**config.mk**
```make
export PLATFORM = sky130hd
export DESIGN_NAME = e_card_power_seq
export DESIGN_NICKNAME = d
export VERILOG_FILES = /design/src/rtl/e_card_power_seq.sv
export SDC_FILE = /design/constraint.sdc
export NUM_CORES = 1
export LEC_CHECK = 0
export CAP_MARGIN = 20
export CORE_MARGIN = 2
export CORE_UTILIZATION = 38
export CTS_BUF_LIST = sky130_fd_sc_hd__clkbuf_16
export CTS_CLUSTER_DIAMETER = 80
export CTS_CLUSTER_SIZE = 16
export DETAILED_ROUTE_END_ITERATION = 6
export DONT_BUFFER_PORTS = 1
export PLACE_DENSITY_LB_ADDON = 0.1
export SETUP_SLACK_MARGIN = 0.5
export SYNTH_ARGS = -nofsm -noshare
export SYNTH_HDL_FRONTEND = slang
export SYNTH_SLANG_ARGS = --single-unit
export TNS_END_PERCENT = 30
```
**constraint.sdc**
```tcl
create_clock -name clk -period 3.95 [get_ports clk]
set_input_delay 0.79 -clock clk [delete_from_list [all_inputs] [get_ports clk]]
set_output_delay 0.79 -clock clk [all_outputs]
set_load 0.05 [all_outputs]
```
**src/rtl/e_card_power_seq.sv**
```systemverilog
// -----------------------------------------------------------------------------
// e_card_power_seq
//
// Host-side consumer of the card-detect interface. It qualifies the debounced
// slot status, sequences slot power through a ramp-up and a discharge interval,
// and latches insertion/removal events into sticky status bits that raise a
// maskable interrupt towards the SDIO host register block.
//
// Parameters
//   CNT_W        width of the interval counter
//   RAMP_CYCLES  clk cycles sd_pon is high before pwr_good asserts (1..2^CNT_W-1)
//   OFF_CYCLES   clk cycles sd_pon stays low after power-off before a new
//                power-up may start (1..2^CNT_W-1)
//
// Ports
//   clk            system clock (single domain)
//   rst            synchronous, active-high reset
//   card_inserted  debounced card presence from card detect
//   card_stable    presence / write-protect inputs are valid this cycle
//   wp_level       write-protect level from card detect
//   pwr_req        software power request (level)
//   int_en_ins     insertion interrupt enable
//   int_en_rem     removal interrupt enable
//   int_clr_ins    one-cycle pulse clearing int_ins_sts
//   int_clr_rem    one-cycle pulse clearing int_rem_sts
//   sd_pon         slot power enable
//   pwr_good       card power ramp complete
//   card_present   qualified presence
//   wp_status      qualified write protect
//   int_ins_sts    sticky insertion status
//   int_rem_sts    sticky removal status
//   irq            interrupt request
//   busy           sequencer is ramping up or discharging
// -----------------------------------------------------------------------------
module e_card_power_seq #(
  parameter int CNT_W       = 16,
  parameter int RAMP_CYCLES = 50000,
  parameter int OFF_CYCLES  = 10000
) (
  input  logic clk,
  input  logic rst,
  input  logic card_inserted,
  input  logic card_stable,
  input  logic wp_level,
  input  logic pwr_req,
  input  logic int_en_ins,
  input  logic int_en_rem,
  input  logic int_clr_ins,
  input  logic int_clr_rem,
  output logic sd_pon,
  output logic pwr_good,
  output logic card_present,
  output logic wp_status,
  output logic int_ins_sts,
  output logic int_rem_sts,
  output logic irq,
  output logic busy
);

  typedef enum logic [1:0] {
    S_OFF,
    S_RAMP_UP,
    S_ON,
    S_DISCHARGE
  } state_t;

  // Terminal counts: the counter starts at 0 on state entry, so the last
  // cycle of an interval of N cycles is reached when cnt == N-1.
  localparam logic [CNT_W-1:0] RAMP_LAST = CNT_W'(RAMP_CYCLES - 1);
  localparam logic [CNT_W-1:0] OFF_LAST  = CNT_W'(OFF_CYCLES - 1);

  state_t           state_q;
  state_t           state_d;
  logic [CNT_W-1:0] cnt_q;
  logic [CNT_W-1:0] cnt_d;

  logic card_present_d;
  logic ins_evt;
  logic rem_evt;
  logic pwr_abort;

  // Presence and write protect are only trusted on cycles where card detect
  // flags them as stable; otherwise the last qualified values are held.
  always_ff @(posedge clk) begin
    if (rst) begin
      card_present <= 1'b0;
      wp_status    <= 1'b0;
    end else if (card_stable) begin
      card_present <= card_inserted;
      wp_status    <= wp_level;
    end
  end

  // Edge detection on the qualified presence.
  assign ins_evt = card_present & ~card_present_d;
  assign rem_evt = ~card_present & card_present_d;

  // Sticky status bits. A new event on the same edge as a clear pulse wins,
  // so software never loses an event it has not yet seen. The bits latch
  // regardless of the interrupt enables so they can be polled.
  always_ff @(posedge clk) begin
    if (rst) begin
      card_present_d <= 1'b0;
      int_ins_sts    <= 1'b0;
      int_rem_sts    <= 1'b0;
    end else begin
      card_present_d <= card_present;
      int_ins_sts    <= ins_evt | (int_ins_sts & ~int_clr_ins);
      int_rem_sts    <= rem_evt | (int_rem_sts & ~int_clr_rem);
    end
  end

  assign irq = (int_ins_sts & int_en_ins) | (int_rem_sts & int_en_rem);

  // Power is withdrawn when software drops its request or the card leaves.
  assign pwr_abort = ~pwr_req | ~card_present;

  // State register and interval counter.
  always_ff @(posedge clk) begin
    if (rst) begin
      state_q <= S_OFF;
      cnt_q   <= '0;
    end else begin
      state_q <= state_d;
      cnt_q   <= cnt_d;
    end
  end

  // Next-state logic. The counter is reloaded to 0 on every state entry and
  // only counts inside the timed states, so it can never wrap. Discharge runs
  // to completion regardless of pwr_req or re-insertion, which guarantees the
  // minimum off time before the slot is powered again.
  always_comb begin
    state_d = state_q;
    cnt_d   = cnt_q;
    unique case (state_q)
      S_OFF: begin
        if (pwr_req && card_present) begin
          state_d = S_RAMP_UP;
          cnt_d   = '0;
        end
      end
      S_RAMP_UP: begin
        cnt_d = cnt_q + CNT_W'(1);
        if (pwr_abort) begin
          state_d = S_DISCHARGE;
          cnt_d   = '0;
        end else if (cnt_q == RAMP_LAST) begin
          state_d = S_ON;
          cnt_d   = '0;
        end
      end
      S_ON: begin
        if (pwr_abort) begin
          state_d = S_DISCHARGE;
          cnt_d   = '0;
        end
      end
      S_DISCHARGE: begin
        cnt_d = cnt_q + CNT_W'(1);
        if (cnt_q == OFF_LAST) begin
          state_d = S_OFF;
          cnt_d   = '0;
        end
      end
      default: begin
        state_d = S_OFF;
        cnt_d   = '0;
      end
    endcase
  end

  // Power outputs are decoded straight from the state register so they
  // change only on clock edges and cannot glitch.
  always_comb begin
    sd_pon   = 1'b0;
    pwr_good = 1'b0;
    busy     = 1'b0;
    unique case (state_q)
      S_OFF: begin
        sd_pon = 1'b0;
      end
      S_RAMP_UP: begin
        sd_pon = 1'b1;
        busy   = 1'b1;
      end
      S_ON: begin
        sd_pon   = 1'b1;
        pwr_good = 1'b1;
      end
      S_DISCHARGE: begin
        busy = 1'b1;
      end
      default: begin
        sd_pon = 1'b0;
      end
    endcase
  end

endmodule

```
# Word level (Yosys, flattened, before mapping)
# Index checks and enable logic that the tools add are counted.
totals:
  reg_bits: 23
  latch_bits: 0
  ram_bits: 0
  romBits: 0
  input_bits: 10
  output_inout_bits: 8
  wordCells: 53
  memories: 0
op_classes:
  n_addsub: 1
  mul: 0
  n_div: 0
  magnitude_cmp: 0
  n_eq_ne: 9
  n_shift: 0
  n_mux: 15
  bitwise: 15
  n_reduce_logical: 6
op_table:
  columns: ["op", "count"]
  rows:
  - ["16-bit two-way mux", 5]
  - ["16-bit one-hot mux with 4 select lines", 1]
  - ["16-bit by 1-bit adder with 16-bit output, second input constant", 1]
  - ["16-bit by 14-bit == test with 1-bit output, second input constant", 1]
  - ["16-bit == test, second input constant", 1]
  - ["2-bit two-way mux", 5]
  - ["2-bit one-hot mux with 4 select lines", 1]
  - ["1-bit bitwise AND", 6]
  - ["2-bit inequality test, second input constant", 3]
  - ["1-bit NOT", 5]
  - ["2-bit == test, second input constant", 2]
  - ["1-bit bitwise OR", 4]
  - ["4-bit AND reduction", 1]
  - ["2-bit OR reduction", 2]
  - ["1-bit two-way mux", 3]
  - ["3-bit inequality test, second input constant", 1]
  - ["2-bit by 1-bit == test with 1-bit output, second input constant", 1]
  - ["2-bit zero test", 1]
  - ["2-bit AND reduction", 1]
  - ["1-bit logical AND", 1]

# Logic depth before layout (Yosys ltp)
# Gate-level depths: netlist of run 1.
logic_depth:
  word_depth: 4
  ltp_mapped: 7
  mapped_depth_nobuf: 6

# Worst setup path before layout of run 1
# Ideal clock, no wire load.
synth_path:
  path_type: "input-to-output"
  from: "in int_en_ins"
  to: "out irq"
  arrival_ns: 1.213
  required_time_ns: 3.160
  setup_slack_ns: 1.947
  cell_stages: 1
  n_path_buf: 0
  cell_sequence: "a22o_1"
synth_via:
  elab_chain_len: 2
synth_lines:
  columns: ["element", "line_no", "rtl"]
  rows:
  - ["start, declared", "46", "input logic int_en_ins,"]
  - ["1-bit bitwise AND", "113", "assign irq = (int_ins_sts & int_en_ins) | (int_rem_sts & int_en_rem);"]
  - ["1-bit bitwise OR", "113", null]
  - ["end, declared", "56", "output logic irq,"]
# No other way between the ends.

# Final worst setup path of run 1
layout_path:
  from: "reg card_present"
  to: "reg state_q[0]"
layout_via:
  elab_chain_len: 4
  word_cells_on_any_way: 9
  cone_classes: "eq/ne: 3; mux: 2; bitwise: 2; reduce/logical: 2"
layout_lines:
  columns: ["element", "line_no", "rtl"]
  rows:
  - ["start, declared", "52", "output logic card_present,"]
  - ["start signal, assigned", "89", "card_present <= card_inserted;"]
  - ["1-bit NOT", "116", "assign pwr_abort = ~pwr_req | ~card_present;"]
  - ["1-bit bitwise OR", "116", null]
  - ["3-bit inequality test (no source line), or another cell as far along", null, null]
  - ["4-bit AND reduction (no source line) or 2-bit one-hot mux with 4 select lines (tied branches)", null, null]
  - ["end signal, assigned", "124", "state_q <= state_d;"]
  - ["end, declared", "72", "state_t state_q;"]
# Parallel ways exist; a longest one is shown, timed or not.
# A chain may end at the register's enable or synchronous reset.

==> flow_summary.yaml, run 1 <==
clock_network:
  cts_num_sinks: 23
  post-cts-setup-buffer-count: 0
  path_clk_slew_ns: 0.06
  h-tree-depth: 1
  cts.repair.resized: 0
  cts_inserted_buffers: 3
  clkLatencyLatePin_ns: 0.25
  cts_tree: "yes"
  cts_buffer_depth: 2
  cts.hold.buffers_added: 0
  cts_root_buffer: "clkbuf_16"
cells_and_area:
  antenna_diode_count: 0
  commonest_non_fill_non_tap_cells_in_the_layout: "23 x dfxtp_1, 19 x nand2_1, 16 x nand3_1, 11 x nor2_1, 10 x a31oi_1"
  final_layout_size_suffix_gt1_frac: 0.0759
  fin_nets: 175
  area_growth_pct: 5.71
  nFillCells: 378
  finalCoreUtilization: 0.420
  final_common_cell: "dfxtp_1"
global_routing:
  use_met3: 0.0286
  grt_first_pass_wirelength_um: 5070
  grt_antenna_before_repair: 0
  globalRoute.busiestLayer: "met2"
  total_routing_usage_reported_by_global_routing: 0.155
  number_of_global_route_vias_before_repair: 1114
  globalRoute.totalOverflow: 0
  grt_start_max_net_pins: 28
  grt.met1_usage: 0.201
  met2_usage: 0.258
route:
  detail_route.iter0.violations: 37
  antenna_left: 0
  viasPerCell: 5.55
  wire_per_inst_um: 13.4
  post-route-drc-count: 0
  via_total_after_detailed_routing: 1132
  drt_wirelength_um: 2740
  drt_first_pass_iters: 4
synthesis:
  synth.avg_cell_area_um2: 8.25
  yosys.area_share.adder: 0.0562
  syn-instance-count: 162
  synth.mux.area_fraction: 0.0309
  synthDistinctLibCells: 43
  syn_warnings: 0
  synth_seq_cells: 23
  combinational_family_with_the_most_area_after_synthesis: "simple AND/OR/NAND/NOR gates"
  synth-xor-area-share: 0.0197
  synth_compound_gate_area_share: 0.114
  syn_area_mm2: 0.00134
  synth_simple_gate_area_share: 0.375
  synth.net_count: 178
  seq_area_frac_synth: 0.345
placed_design:
  globalplace.congestion: 0.786
  hpwl_um: 1930
  io_buffers: 0
floorplan:
  placementRows: 21
  die_x_um: 63.3
  area_of_the_placeable_core_mm2: 0.00336
  die_area_mm2: 0.00401
  floorplan.die.height_um: 63.3
  top_level_i_o_count: 18
  initial_utilization: 0.397
pwr:
  post-layout-total-power_uw: 701
  max-vdd-ir-drop_v: 0.000355
  p_per_area_mw_per_mm2: 496
  cellLeakagePower_uw: 0.000464
setup_path:
  endpoint_kind: "register"
  crit_fanout: 11
  critPathKind: "register to register"
  timing.critical_path.required_ns: 4.12
  worstPathArrival_ns: 2.48
  critical_path_source_type: "register"
sta:
  fin_skew_ns: 0.00250
  finalSetupViolations: 0
  hold-worst-slack_ns: 0.464
  final_period_minus_worst_setup_slack_ns: 2.30
  share_of_the_clock_period_used_by_the_worst_path_after_layout: 0.583
  max-slew-margin-rel: 0.412
  grt_setup_unrepaired: "no"
  fin_tns_setup_ns: 0
  timing_hold_violations_final: 0
  maxClockFrequency_ghz: 0.434
  maxSlewViolCount: 0
  timing_worst_slew_pin_value_ns: 0.857
min_path:
  worstHoldPathType: "register to register"
run_status:
  outcome: "complete, no violations"
job:
  max_capacitance_violation_count: 0
==> cell type report <==
| class | instances | area, um^2 | share of cell area |
|---|---|---|---|
| inverter | 5 | 18.8 | 0.0133 |
| clock inverter | 1 | 3.75 | 0.00266 |
| multi-input combinational | 126 | 797 | 0.564 |
| clock buffer | 3 | 75.1 | 0.0531 |
| tap | 46 | 57.6 | 0.0407 |
| sequential | 23 | 460 | 0.326 |
==> logic make-up (layout without fill, tap and decap cells) <==
kind of cell | Yosys count | after routing
XOR/XNOR | 3 | 3
adder cells (fa/ha/maj) | 6 | 6
AND/OR/NAND/NOR | 88 | 88
multiplexers | 4 | 4
flip-flops | 23 | 23
buffers and inverters | 13 | 9
AO/OA/AOI/OAI | 25 | 25
==> final timing paths <==
check,end,cells past startpoint,slack (ns),from
min reg2reg,int_rem_sts,2,0.46,card_present_d
max reg2reg,state_q[0],5,1.65,card_present
min,int_rem_sts,2,0.46,card_present_d
max,state_q[0],5,1.65,card_present
==> state kept, by name, summed over array words and instances, names as in the netlist <==
signal          cells
cnt_q              16
int_ins_sts         1
state_q             2
card_present        1
card_present_d      1
int_rem_sts         1
wp_status           1
==> metrics by stage <==
step,cell area (um^2),worst slack [ns],cells
after floorplan,1340,1.95,162
after global placement,1330,1.70,200
after detailed placement,1330,1.62,200
after CTS,1410,1.60,204
after global routing,1410,1.37,204
final,1410,1.65,204
==> routing by layer <==
metal / up-vias / share of wire
met5: - / 0
met4: 0 / 0.0073
li1: 578 / -
met1: 535 / 0.48
met3: 2 / 0.038
met2: 17 / 0.48
==> synth_stat cells, drive strengths merged <==
cell	number	area (um^2)
or3	3	18.8
inv	5	18.8
nand3	17	90.1
nor4	2	12.5
nor2b	3	18.8
a2111oi	1	8.76
xnor2	1	8.76
clkbuf	4	25.0
ha	6	75.1
nor3	7	40.0
a31oi	10	62.6
nor3b	2	20.0
a211oi	1	7.51
and3	3	18.8
and2	1	7.51
dfxtp	23	460
nand2b	4	25.0
nand2	19	71.3
a21oi	6	30.0
nand4b	1	8.76
mux2	1	11.3
or4b	2	20.0
or4	1	11.3
xor2	2	17.5
mux2i	3	30.0
buf	4	35.0
and4bb	2	25.0
and4b	1	10.0
nor2	12	52.6
nand3b	1	7.51
nand4	6	37.5
or2	1	6.26
o21ai	5	25.0
a22o	2	18.8
==> critical path, cell delays in order (launching register included) <==
cell and delay [ns]:
dfxtp_1 0.72, nand2_1 0.21, mux2i_1 0.72, o21ai_0 0.23
o21ai_1 0.16, nor3b_1 0.19
==> where the power goes <==
group | total, uW | internal, uW | switching (uW)
clock network | 212 | 135 | 77.1
registers | 259 | 242 | 16.3
logic | 230 | 54.0 | 176
total | 701 | 431 | 269
Note: power is estimated with default switching activity, not from simulation.
==> run 2: changes to the inputs <==
==> constraint.sdc (replaced) <==
create_clock -name clk -period 2.1 [get_ports clk]
set_input_delay 0.42 -clock clk [delete_from_list [all_inputs] [get_ports clk]]
set_output_delay 0.42 -clock clk [all_outputs]
set_load 0.05 [all_outputs]
==> flow_summary.yaml, run 2 (same netlist as run 1, synthesis figures left out) <==
sta:
  fin_skew_ns: 0.00111
  max-slew-margin-rel: 0.659
  grt_setup_unrepaired: "yes"
  timing_worst_slew_pin_value_ns: 0.511
  final_period_minus_worst_setup_slack_ns: 1.72
  timing_hold_violations_final: 0
  maxClockFrequency_ghz: 0.581
  hold-worst-slack_ns: 0.213
  fin_tns_setup_ns: 0
  share_of_the_clock_period_used_by_the_worst_path_after_layout: 0.820
  finalSetupViolations: 0
  maxSlewViolCount: 0
setup_path:
  number_of_buffers_and_inverters_on_the_critical_path: 0
  endpoint_kind: "register"
  crit_fanout: 7
  timing.critical_path.cells: "ha_4 -> and4b_2 -> nand4_1 -> a22o_4 -> or4b_1 -> a31oi_1"
  worst_path_dominant_cell_family: "simple AND/OR/NAND/NOR gates"
  worstPathArrival_ns: 1.91
  critPathSlowestCell: "or4b_1"
  critPathKind: "register to register"
  cpPeakStageDelay_ns: 0.43
  reg2reg_setup_slack_ns: 0.38
  reg2regPathDepth: 6
  crit-reg2reg-capture: "cnt_q[7]"
  timing.critical_path.required_ns: 2.29
  worst_r2r_startpoint: "cnt_q[1]"
  critical_path_source_type: "register"
cells_and_area:
  multi_input_area_um2: 898
  finalCoreUtilization: 0.489
  largest_reg_flops: 16
  area_growth_pct: 23.0
  final_layout_size_suffix_gt1_frac: 0.293
  final_common_cell: "nand2_1"
  biggestRegsByFlops: "cnt_q: 16 flops, state_q: 2 flops"
  antenna_diode_count: 0
  commonest_non_fill_non_tap_cells_in_the_layout: "17 x nand2_1, 16 x nand3_1, 14 x dfxtp_1, 13 x buf_4"
  final-seq-area_um2: 482
  top_register: "cnt_q"
  nFillCells: 362
  fin_nets: 191
min_path:
  holdCritStartpoint: "rst"
  hold_depth: 1
  worst_hold_path.endpoint: "state_q[1]"
  worstHoldPathType: "input port to register"
global_routing:
  grt_first_pass_wirelength_um: 5840
  total_routing_usage_reported_by_global_routing: 0.185
  number_of_global_route_vias_before_repair: 1209
  globalRoute.totalOverflow: 0
  grt_start_max_net_pins: 24
  grt_antenna_before_repair: 0
clock_network:
  cts_root_buffer: "clkbuf_16"
  h-tree-depth: 1
  cts_inserted_buffers: 3
  clkLatencyLatePin_ns: 0.25
  cts_tree: "yes"
  path_clk_slew_ns: 0.06
  cts_buffer_depth: 2
  cts_num_sinks: 23
run_status:
  outcome: "complete, no violations"
floorplan:
  floorplan.die.height_um: 63.3
  top_level_i_o_count: 18
  die_area_mm2: 0.00401
  placementRows: 21
  die_x_um: 63.3
  initial_utilization: 0.397
  area_of_the_placeable_core_mm2: 0.00336
pwr:
  max-vdd-ir-drop_v: 0.000746
  share_clk_of_total_power: 0.268
  share_comb_of_total_power: 0.414
  p_per_area_mw_per_mm2: 931
  sw_frac_of_total: 0.388
  power_switching_uw: 594
  sequentialPowerShare: 0.318
  cell_internal_pwr_uw: 937
  cellLeakagePower_uw: 0.000562
route:
  post-route-drc-count: 0
  viasPerCell: 5.72
  drt_wirelength_um: 3360
  wire_per_inst_um: 15.3
  via_total_after_detailed_routing: 1258
  drt_first_pass_iters: 4
  antenna_left: 0
  detail_route.iter0.violations: 74
job:
  max_capacitance_violation_count: 0
placed_design:
  io_buffers: 0
  hpwl_um: 2010
  globalplace.congestion: 0.768
==> run 2: cell count changes in the layout (fill, tap and decap cells not counted), sizes merged <==
cell / before / now
buf: 0 / 14
mux2: 1 / 2
a22o: 2 / 3
==> run 2: through the flow <==
| step | std cells | instance area (um^2) | setup WS (ns) | power [uW] |
|---|---|---|---|---|
| 6_report | 220 | 1640 | 0.378 | 1530 |
| 5_1_grt | 220 | 1640 | 0.315 | 1620 |
| 4_1_cts | 219 | 1610 | 0.390 | 1520 |
| 3_5_place_dp | 205 | 1410 | 0.213 | 1000 |
| 3_3_place_gp | 205 | 1410 | 0.264 | 995 |
| 2_1_floorplan | 162 | 1370 | 0.486 | 932 |
==> run 2: timing repair <==
item                       CTS  global route
hold buffers                 0             0
resized for setup           12            11
setup buffers                8             1
cloned                       2             0
setup endpoints to repair   19            21
pin swaps                    5             2
==> run 2: layer usage <==
layer | up-vias | wire length (um) | global-route usage
met4 | 0 | 59 | 0.0870
met5 | - | 0 | 0
li1 | 621 | - | -
met3 | 6 | 179 | 0.0536
met2 | 31 | 1650 | 0.302
met1 | 600 | 1470 | 0.224
==> run 2: final cells by class <==
class                           instances  share of cell area
Multi-Input combinational cell        128               0.546
Sequential cell                        23               0.293
Timing Repair Buffer                   14              0.0662
Clock buffer                            3              0.0457
Tap cell                               46              0.0350
Inverter                                5              0.0114
Clock inverter                          1             0.00228
==> run 2: power groups by stage <==
stage / Sequential [uW] / Combinational [uW] / Clock, uW
6_report: 487 / 634 / 409
5_1_grt: 489 / 687 / 444
4_1_cts: 486 / 611 / 424
3_5_place_dp: 498 / 502 / 0
3_3_place_gp: 497 / 499 / 0
2_1_floorplan: 500 / 432 / 0
==> run 2: how the worst max path moves through the flow <==
stage                 startpoint    endpoint  slack, ns  depth (start not counted)
global placement    card_present  state_q[0]       0.26                          5
detailed placement      cnt_q[0]    cnt_q[7]       0.21                          6
floorplan             state_q[0]    cnt_q[7]       0.49                          5
CTS                     cnt_q[1]  state_q[1]       0.39                          6
finish                  cnt_q[1]    cnt_q[7]       0.38                          6
global route            cnt_q[1]    cnt_q[7]       0.32                          6
==> run 3: changes to the inputs <==
==> constraint.sdc (replaced) <==
create_clock -name clk -period 1.45 [get_ports clk]
set_input_delay 0.29 -clock clk [delete_from_list [all_inputs] [get_ports clk]]
set_output_delay 0.29 -clock clk [all_outputs]
set_load 0.05 [all_outputs]
==> flow_summary.yaml, run 3 (same netlist as run 1, synthesis figures left out) <==
run_status:
  outcome: "complete, but fails checks"
  violations: "setup timing"
cells_and_area:
  area_growth_pct: 44.7
  biggestRegsByFlops: "cnt_q: 16 flops, state_q: 2 flops"
  fin_nets: 219
  finalCoreUtilization: 0.575
  commonest_non_fill_non_tap_cells_in_the_layout: "35 x buf_4, 18 x nand2_1, 14 x dfxtp_1, 13 x nand3_1, 10 x a31oi_1"
  largest_reg_flops: 16
  top_register: "cnt_q"
  final_common_cell: "buf_4"
  antenna_diode_count: 0
  final_layout_size_suffix_gt1_frac: 0.401
global_routing:
  grt_start_max_net_pins: 24
  globalRoute.busiestLayer: "met2"
  use_met3: 0.0214
  total_routing_usage_reported_by_global_routing: 0.177
  globalRoute.totalOverflow: 0
  number_of_global_route_vias_before_repair: 1251
  grt.met1_usage: 0.222
  grt_antenna_before_repair: 0
  met2_usage: 0.315
  grt_first_pass_wirelength_um: 5640
sta:
  fin_skew_ns: 0.00513
  maxClockFrequency_ghz: 0.602
  finalWorstSetupSlack_ns: -0.212
  share_of_the_clock_period_used_by_the_worst_path_after_layout: 1.15
  max-slew-margin-rel: 0.796
  final_period_minus_worst_setup_slack_ns: 1.66
  fin_tns_setup_ns: -2.96
  maxSlewViolCount: 0
  grt_setup_unrepaired: "yes"
  timing_worst_slew_pin_value_ns: 0.303
  timing_hold_violations_final: 0
  finalSetupViolations: 20
route:
  drt_wirelength_um: 3330
  viasPerCell: 5.35
  wire_per_inst_um: 13.4
  detail_route.iter0.violations: 41
  post-route-drc-count: 0
  via_total_after_detailed_routing: 1328
  antenna_left: 0
  drt_first_pass_iters: 4
floorplan:
  floorplan.die.height_um: 63.3
  die_x_um: 63.3
  placementRows: 21
  initial_utilization: 0.397
  top_level_i_o_count: 18
  area_of_the_placeable_core_mm2: 0.00336
  die_area_mm2: 0.00401
clock_network:
  cts_inserted_buffers: 3
  clkLatencyLatePin_ns: 0.26
  cts_root_buffer: "clkbuf_16"
  cts_num_sinks: 23
  path_clk_slew_ns: 0.06
  cts.hold.buffers_added: 0
  h-tree-depth: 1
  cts_tree: "yes"
  cts_buffer_depth: 2
setup_path:
  reg2reg_setup_slack_ns: -0.21
  worst_r2r_startpoint: "cnt_q[1]"
  crit_fanout: 8
  reg2regPathDepth: 6
  critical_path_source_type: "register"
  endpoint_kind: "register"
  critPathKind: "register to register"
  worstPathArrival_ns: 1.85
  crit-reg2reg-capture: "state_q[1]"
  timing.critical_path.required_ns: 1.64
min_path:
  holdCritStartpoint: "rst"
  worst_hold_path.endpoint: "state_q[1]"
  worstHoldPathType: "input port to register"
  hold_depth: 1
pwr:
  sequentialPowerShare: 0.288
  cell_internal_pwr_uw: 1530
  p_per_area_mw_per_mm2: 1260
  share_comb_of_total_power: 0.468
  max-vdd-ir-drop_v: 0.00107
  post-layout-total-power_uw: 2430
  cellLeakagePower_uw: 0.000733
  power_switching_uw: 909
  share_clk_of_total_power: 0.244
  sw_frac_of_total: 0.373
placed_design:
  io_buffers: 0
  pre_cts_ws_ns: -0.218
  globalplace.congestion: 0.765
  hpwl_um: 2470
job:
  max_capacitance_violation_count: 0
[run 3: cell count changes in the layout (fill, tap and decap cells not counted), sizes merged]
cell,delta
mux2,-1
a22o,-1
buf,+30
[run 3: timing repair]
item,CTS,global route
resized for setup,22,9
pin swaps,3,2
setup endpoints to repair,27,26
buffers inserted,2,1
[run 3: how the worst max path moves through the flow]
stage	from	end	slack (ns)	depth (start not counted)
after floorplan	cnt_q[1]	cnt_q[14]	-0.14	6
after global placement	state_q[1]	state_q[0]	-0.22	6
after detailed placement	state_q[1]	state_q[1]	-0.22	6
after CTS	cnt_q[1]	state_q[1]	-0.22	6
after global routing	cnt_q[1]	state_q[1]	-0.28	6
final	cnt_q[1]	state_q[1]	-0.21	6
[run 3: power by group through the flow]
stage	registers (uW)	logic (uW)	clock network, uW
after floorplan	724	651	0
after global placement	709	941	0
after detailed placement	712	960	0
after CTS	702	1090	602
after global routing	706	1220	638
final	702	1140	593
[run 3: metrics by stage]
stage                     instances  area (um^2)  hold WS (ns)
after floorplan                 162         1410         0.359
after global placement          241         1720         0.355
after detailed placement        241         1720         0.358
after CTS                       247         1880        0.0842
after global routing            248         1930        0.0809
final                           248         1930        0.0912
[run 3: layout make-up]
class                   count  area [um^2]
clock buffers               3         75.1
clock inverters             1         3.75
fillers                   321         1430
inverters                   5         18.8
multi-input cells         126          908
flip-flops and latches     23          477
well taps                  46         57.6
repair buffers             44          393
[run 3: worst max-delay path, cell delays in order (launching register included)]
cell     delay, ns
dfxtp_2       0.35
ha_4          0.16
and4b_1       0.23
nand4_1       0.12
a22o_4        0.30
or3_1         0.31
a21oi_1       0.12
[run 3: per-layer routing]
metal  wire (um)  part of all wire  up-vias
li1            -                 -      670
met1        1560              0.47      635
met2        1640              0.49       19
met3          90             0.027        4
met4          39             0.012        0
met5           0                 0        -
